--- src/rtl/color_grade_lut_if.sv ---
// SRAM burst-read bus between the LUT loader (master) and the memory arbiter (slave).
interface color_grade_lut_if;
  logic        sram_req;
  logic [23:0] sram_addr;
  logic [7:0]  sram_burst_len;
  logic        sram_ready;
  logic        sram_ack;
  logic [15:0] sram_burst_rdata;
  logic        sram_burst_data_valid;

  modport master (
    output sram_req,
    output sram_addr,
    output sram_burst_len,
    input  sram_ready,
    input  sram_ack,
    input  sram_burst_rdata,
    input  sram_burst_data_valid
  );

  modport slave (
    input  sram_req,
    input  sram_addr,
    input  sram_burst_len,
    output sram_ready,
    output sram_ack,
    output sram_burst_rdata,
    output sram_burst_data_valid
  );
endinterface

--- src/rtl/color_grade_lut.sv ---
// Per-channel colour grading: three 64-entry tables, reloaded by one SRAM burst at vsync,
// remap the RGB888 scanout stream on each pixel_tick.
module color_grade_lut (
  input  logic              clk_sram,
  input  logic              rst_n_sram,
  input  logic              pixel_tick,
  input  logic              vsync_in,
  input  logic [7:0]        in_red,
  input  logic [7:0]        in_green,
  input  logic [7:0]        in_blue,
  input  logic              lut_enable,
  input  logic [23:0]       lut_base,
  input  logic              lut_load,
  color_grade_lut_if.master sram,
  output logic [7:0]        out_red,
  output logic [7:0]        out_green,
  output logic [7:0]        out_blue,
  output logic              lut_valid,
  output logic              lut_busy
);

  localparam int unsigned Entries    = 64;
  localparam int unsigned BurstWords = 3 * Entries;

  localparam logic [1:0] StIdle = 2'd0;
  localparam logic [1:0] StReq  = 2'd1;
  localparam logic [1:0] StDone = 2'd2;

  logic [1:0]  state_q;
  logic        req_q;
  logic [23:0] addr_q;
  logic [7:0]  len_q;
  logic [7:0]  beat_cnt_q;
  logic        load_pending_q;
  logic        vsync_prev_q;
  logic        valid_q;

  // R, G and B tables laid out back to back so the beat counter is the write address.
  logic [7:0]  tbl [BurstWords];

  logic        vs_rise;
  logic        beat_we;
  logic        use_lut;
  logic [7:0]  idx_red;
  logic [7:0]  idx_green;
  logic [7:0]  idx_blue;

  // Decode vsync edge, beat acceptance and table read addresses.
  always_comb begin
    vs_rise   = vsync_in & ~vsync_prev_q;
    beat_we   = (state_q == StReq) && sram.sram_burst_data_valid &&
                (beat_cnt_q < 8'(BurstWords));
    use_lut   = lut_enable & valid_q & ~lut_busy;
    idx_red   = {2'b00, in_red[7:2]};
    idx_green = 8'(Entries) + {2'b00, in_green[7:2]};
    idx_blue  = 8'(2 * Entries) + {2'b00, in_blue[7:2]};
  end

  assign sram.sram_req       = req_q;
  assign sram.sram_addr      = addr_q;
  assign sram.sram_burst_len = len_q;
  assign lut_valid           = valid_q;
  assign lut_busy            = (state_q != StIdle);

  // Load FSM: wait for a pending load at vsync, run the burst, then qualify the image.
  always_ff @(posedge clk_sram or negedge rst_n_sram) begin
    if (!rst_n_sram) begin
      state_q        <= StIdle;
      req_q          <= 1'b0;
      addr_q         <= '0;
      len_q          <= '0;
      beat_cnt_q     <= '0;
      load_pending_q <= 1'b0;
      vsync_prev_q   <= 1'b0;
      valid_q        <= 1'b0;
    end else begin
      vsync_prev_q <= vsync_in;
      if (lut_load) load_pending_q <= 1'b1;
      case (state_q)
        StIdle: begin
          if (vs_rise && load_pending_q && sram.sram_ready) begin
            state_q    <= StReq;
            req_q      <= 1'b1;
            addr_q     <= lut_base;
            len_q      <= 8'(BurstWords);
            beat_cnt_q <= '0;
            valid_q    <= 1'b0;
            // A load request arriving in this same cycle stays queued for the next frame.
            if (!lut_load) load_pending_q <= 1'b0;
          end
        end
        StReq: begin
          if (beat_we) beat_cnt_q <= beat_cnt_q + 8'd1;
          if (sram.sram_ack) begin
            req_q   <= 1'b0;
            len_q   <= '0;
            state_q <= StDone;
          end
        end
        StDone: begin
          valid_q <= (beat_cnt_q == 8'(BurstWords));
          // Short burst: retry automatically at the next frame.
          if (beat_cnt_q != 8'(BurstWords)) load_pending_q <= 1'b1;
          state_q <= StIdle;
        end
        default: state_q <= StIdle;
      endcase
    end
  end

  // Table RAM write port; contents deliberately survive reset.
  always_ff @(posedge clk_sram) begin
    if (beat_we) tbl[beat_cnt_q] <= sram.sram_burst_rdata[7:0];
  end

  // Pixel path: registered remap or bypass, updated only on pixel_tick.
  always_ff @(posedge clk_sram or negedge rst_n_sram) begin
    if (!rst_n_sram) begin
      out_red   <= '0;
      out_green <= '0;
      out_blue  <= '0;
    end else if (pixel_tick) begin
      out_red   <= use_lut ? tbl[idx_red]   : in_red;
      out_green <= use_lut ? tbl[idx_green] : in_green;
      out_blue  <= use_lut ? tbl[idx_blue]  : in_blue;
    end
  end

endmodule
--- src/flat_wrapper.sv ---
// flat-port wrapper written by rule: the top's interface ports become plain ports
module color_grade_lut_flat 
  (clk_sram, rst_n_sram, pixel_tick, vsync_in, in_red, in_green, in_blue, lut_enable, lut_base, lut_load, out_red, out_green, out_blue, lut_valid, lut_busy, sram_sram_req, sram_sram_addr, sram_sram_burst_len, sram_sram_ready, sram_sram_ack, sram_sram_burst_rdata, sram_sram_burst_data_valid);
  color_grade_lut_if sram_i ();
  input  logic clk_sram;
  input  logic rst_n_sram;
  input  logic pixel_tick;
  input  logic vsync_in;
  input  logic [7:0] in_red;
  input  logic [7:0] in_green;
  input  logic [7:0] in_blue;
  input  logic lut_enable;
  input  logic [23:0] lut_base;
  input  logic lut_load;
  output logic [7:0] out_red;
  output logic [7:0] out_green;
  output logic [7:0] out_blue;
  output logic lut_valid;
  output logic lut_busy;
  output wire logic [$bits(sram_i.sram_req)-1:0] sram_sram_req;
  output wire logic [$bits(sram_i.sram_addr)-1:0] sram_sram_addr;
  output wire logic [$bits(sram_i.sram_burst_len)-1:0] sram_sram_burst_len;
  input wire logic [$bits(sram_i.sram_ready)-1:0] sram_sram_ready;
  input wire logic [$bits(sram_i.sram_ack)-1:0] sram_sram_ack;
  input wire logic [$bits(sram_i.sram_burst_rdata)-1:0] sram_sram_burst_rdata;
  input wire logic [$bits(sram_i.sram_burst_data_valid)-1:0] sram_sram_burst_data_valid;
  assign sram_sram_req = sram_i.sram_req;
  assign sram_sram_addr = sram_i.sram_addr;
  assign sram_sram_burst_len = sram_i.sram_burst_len;
  assign sram_i.sram_ready = sram_sram_ready;
  assign sram_i.sram_ack = sram_sram_ack;
  assign sram_i.sram_burst_rdata = sram_sram_burst_rdata;
  assign sram_i.sram_burst_data_valid = sram_sram_burst_data_valid;
  color_grade_lut u_core (.clk_sram(clk_sram), .rst_n_sram(rst_n_sram), .pixel_tick(pixel_tick), .vsync_in(vsync_in), .in_red(in_red), .in_green(in_green), .in_blue(in_blue), .lut_enable(lut_enable), .lut_base(lut_base), .lut_load(lut_load), .sram(sram_i), .out_red(out_red), .out_green(out_green), .out_blue(out_blue), .lut_valid(lut_valid), .lut_busy(lut_busy));
endmodule
--- config.mk ---
export PLATFORM = sky130hd
export DESIGN_NAME = color_grade_lut_flat
export DESIGN_NICKNAME = d
export VERILOG_FILES = /design/src/rtl/color_grade_lut_if.sv /design/src/rtl/color_grade_lut.sv /design/src/flat_wrapper.sv
export SDC_FILE = /design/constraint.sdc
export NUM_CORES = 1
export LEC_CHECK = 0
export ABC_CLOCK_PERIOD_IN_PS = 2450
export BUFFER_PORTS_ARGS = -buffer_cell sky130_fd_sc_hd__buf_2
export CAP_MARGIN = 40
export CORE_ASPECT_RATIO = 2
export CORE_MARGIN = 2
export CORE_UTILIZATION = 55
export CTS_BUF_LIST = sky130_fd_sc_hd__clkbuf_2 sky130_fd_sc_hd__clkbuf_4 sky130_fd_sc_hd__clkbuf_8
export DETAILED_ROUTE_END_ITERATION = 8
export GPL_TIMING_DRIVEN = 0
export PLACE_DENSITY_LB_ADDON = 0.3
export SKIP_LAST_GASP = 1
export SLEW_MARGIN = 20
export SYNTH_ARGS = -nofsm -noshare
export SYNTH_HDL_FRONTEND = slang
export SYNTH_SLANG_ARGS = --single-unit
--- constraint.sdc ---
create_clock -name clk_sram -period 2.45 [get_ports clk_sram]
set_input_delay 0.49 -clock clk_sram [delete_from_list [all_inputs] [get_ports clk_sram]]
set_output_delay 0.49 -clock clk_sram [all_outputs]
set_load 0.03 [all_outputs]
==> flow_metrics.py <==
metrics = {
    "route": {
        "wire_per_inst_um": 37.1,
        "drc": 0,
        "drtIter0Drc": 4310,
        "totalWireLength_mm": 194,
        "first_pass_iters": 5,
        "antenna_left": 0,
        "via_per_inst": 6.66,
        "num_vias": 34900,
    },
    "pwr": {
        "switching_share": 0.235,
        "power_frac_seq": 0.557,
        "p_per_area_mw_per_mm2": 738,
        "finalPower_mw": 54.4,
        "power_leakage_nw": 23.9,
        "internal_power_mw": 41.6,
        "ir_drop_mv": 0.708,
        "p_clk_frac": 0.369,
        "comb_power_share": 0.074,
        "switching_power_mw": 12.8,
    },
    "status": {
        "status": "finished, violations left",
        "violations": "setup timing",
    },
    "grt": {
        "grt_overflow": 0,
        "grt_pass1_wl_mm": 270,
        "top_usage_layer": "met2",
        "use_met2": 0.574,
        "antenna_found_initial": 8,
        "grt_max_degree": 137,
        "met3_usage": 0.0805,
        "gr-usage-met1": 0.351,
        "grt_use_total": 0.338,
        "grt_pass1_vias": 36200,
    },
    "setup_path": {
        "crit_slowest_cell": "nor2b_2",
        "rr_startpoint": "u_core.beat_cnt_q[6]$_DFFE_PN0P_",
        "crit_path_start_kind": "flip-flop",
        "cp.required_ps": 3040,
        "worstSetupEndpointType": "flip-flop",
        "worstSetupStartpoint": "u_core.beat_cnt_q[6]$_DFFE_PN0P_",
        "max_stage_delay_ps": 500,
        "critPathTopFamily": "simple AND/OR/NAND/NOR gates",
        "cp.arrival_ps": 3140,
        "path_cells": "nor2b_2 -> nand3_4 -> clkbuf_4 -> nor2_4",
        "critPathMaxFanout": 10,
        "crit_buf_inv": 1,
        "path_class": "flip-flop to flip-flop",
    },
    "place": {
        "place_inst": 4722,
        "hpwl_mm": 132,
        "io_buffers": 106,
        "gp_congestion": 0.987,
        "placed_cell_area_mm2": 0.0660,
    },
    "yosys": {
        "synth-edff-count": 1536,
        "yosys_warnings": 0,
        "syn_inst": 3025,
        "synth_area_per_cell_um2": 20.6,
        "netlist_top_cells_count": "edfxtp_1 (1536), mux4_2 (336), nor2_1 (230)",
        "synthesis.area_mm2": 0.0623,
        "ys_seq_area_frac": 0.765,
        "synth-seq-cells": 1598,
        "synth_area_leader_cell": "edfxtp_1",
        "postSynth.asyncResetShare": 0.0388,
        "yosys.cell_count.top_type": "edfxtp_1",
        "synth_area_leaders": "edfxtp_1 (74%), mux4_2 (12%), mux2i_1 (3.1%)",
        "yosysUniqueCellTypes": 59,
        "yosys_most_used_dff": "edfxtp_1",
        "synth_top_area_share": 0.740,
    },
    "layout": {
        "syn_to_final_growth_pct": 18.1,
        "instances_no_fill": 5242,
        "drive_gt1_frac": 0.361,
        "finalInstanceArea_mm2": 0.0736,
        "layout.nets": 3652,
        "finalCoreUtilization": 0.655,
    },
    "clock_tree": {
        "clk_pin_slew_ps": 70,
        "cts_tree": "done",
        "cts_max_path_buffers": 3,
        "clock_sinks": 1598,
        "clkLatencyLatePin_ps": 950,
        "cts_inserted_buffers": 202,
        "root_buffer": "clkbuf_8",
        "htreeDepth": 4,
    },
    "floorplanning": {
        "coreArea_mm2": 0.112,
        "die_w_um": 242,
        "rows": 174,
        "die_y_um": 480,
        "dieArea_mm2": 0.116,
        "initial_core_util": 0.555,
        "io_pins": 132,
    },
    "sta": {
        "slew_headroom": 0.362,
        "grt_setup_unrepaired": "true",
        "fin_worst_skew_ps": 56.4,
        "drv_slew": 0,
        "setup_violations": 120,
        "setup_ws_ps": -93.3,
        "hold_viol": 0,
        "finalCritPeriodShare": 1.04,
        "max_freq_mhz": 393,
        "worst_pin_slew_ps": 957,
        "post-route-min-period_ps": 2540,
    },
    "flow_run": {
        "drv_cap": 0,
    },
    "worst_hold_path": {
        "holdCritPathClass": "input pin to flip-flop",
        "hp-start": "sram_sram_burst_rdata[4]",
    },
}
==> area by class of cell <==
type,count,area [um^2]
timing repair buffer,347,3630
tap,1496,1870
multi-input combinational,1234,14900
fill,7274,38700
clock inverter,109,873
sequential,1598,47700
antenna,4,10.0
inverter,15,56.3
clock buffer,262,3260
buffer,177,1300
==> through the flow <==
step           hold WS, ps  setup TNS [ps]  setup WS [ps]
2_1_floorplan          194               0           1.25
3_3_place_gp           485        -3647410          -2150
3_5_place_dp           414        -1381800          -1590
4_1_cts               5.47          -15830           -178
5_1_grt               29.6           -8280          -97.2
6_report              35.2           -3650          -93.3
==> power by group through the flow <==
stage / Combinational, mW / Sequential, mW / Clock [mW]
2_1_floorplan: 1.63 / 31.1 / 0
3_3_place_gp: 3.52 / 30.9 / 0
3_5_place_dp: 3.74 / 30.9 / 0
4_1_cts: 3.88 / 30.3 / 20.1
5_1_grt: 4.07 / 30.3 / 21.2
6_report: 4.00 / 30.3 / 20.1
==> placed cells by master (no fill, tap or decap), types with 14 or more instances in the layout <==
cell type / n
dlygate4sd3_1: 41
nor2_2: 32
o22ai_1: 55
buf_6: 59
buf_2: 140
clkbuf_8: 211
clkinv_2: 33
nand2_1: 37
buf_16: 16
buf_8: 19
buf_12: 49
a21oi_1: 39
mux2_2: 37
clkbuf_1: 42
dfrtp_1: 59
nor2_4: 141
mux2i_1: 191
inv_1: 14
mux4_2: 336
clkbuf_4: 64
clkinv_1: 48
nor4_1: 16
buf_4: 125
a22oi_1: 83
nor2b_1: 17
edfxtp_1: 1536
nand3_1: 22
nor2_1: 57
==> metal layers <==
metal,share of wire,vias up
met3,0.088,851
met2,0.50,2592
li1,-,13600
met4,0.11,10
met1,0.30,17800
met5,0.00034,-
==> cell families after synthesis <==
logic type / Yosys count / synth area share
flops: 1598 / 0.765
fa+ha+maj: 4 / 0.000803
simple gates: 394 / 0.0280
compound gates: 260 / 0.0286
buf+inv: 198 / 0.0176
mux: 566 / 0.159
xor+xnor: 4 / 0.000562
other cells: 1 / 0.0000602
==> sequential cells by signal, summed over array words and instances, names as in the netlist <==
signal,flops
u_core.beat_cnt_q,8
u_core.load_pending_q,1
u_core.lut_valid,1
u_core.out_blue,8
u_core.out_green,8
u_core.out_red,8
u_core.sram.sram_addr,24
u_core.sram.sram_burst_len,1
u_core.state_q,2
u_core.tbl,1536
u_core.vsync_prev_q,1
==> final timing paths <==
| kind | slack [ps] | depth (start not counted) | endpoint |
|---|---|---|---|
| hold / removal | 40 | 1 | u_core.tbl[118][4]$_DFFE_PP_ |
| min in group asynchronous | 90 | 3 | u_core.sram.sram_addr[14]$_DFFE_PN0P_ |
| max in group asynchronous | 1870 | 3 | u_core.sram.sram_addr[15]$_DFFE_PN0P_ |
| hold reg to reg | 510 | 1 | u_core.sram.sram_addr[4]$_DFFE_PN0P_ |
| setup reg to reg | -90 | 4 | u_core.tbl[126][2]$_DFFE_PP_ |
| setup / recovery | -90 | 4 | u_core.tbl[126][2]$_DFFE_PP_ |
==> timing repair <==
action / in CTS / in global routing
pin swaps: 54 / 11
gates cloned: 1 / 0
resized for setup: 377 / 67
hold buffers: 42 / 0
setup endpoints to repair: 1571 / 1062
hold endpoints to repair: 308 / 0
setup buffers: 83 / 15
(Power assumes the default switching activity.)
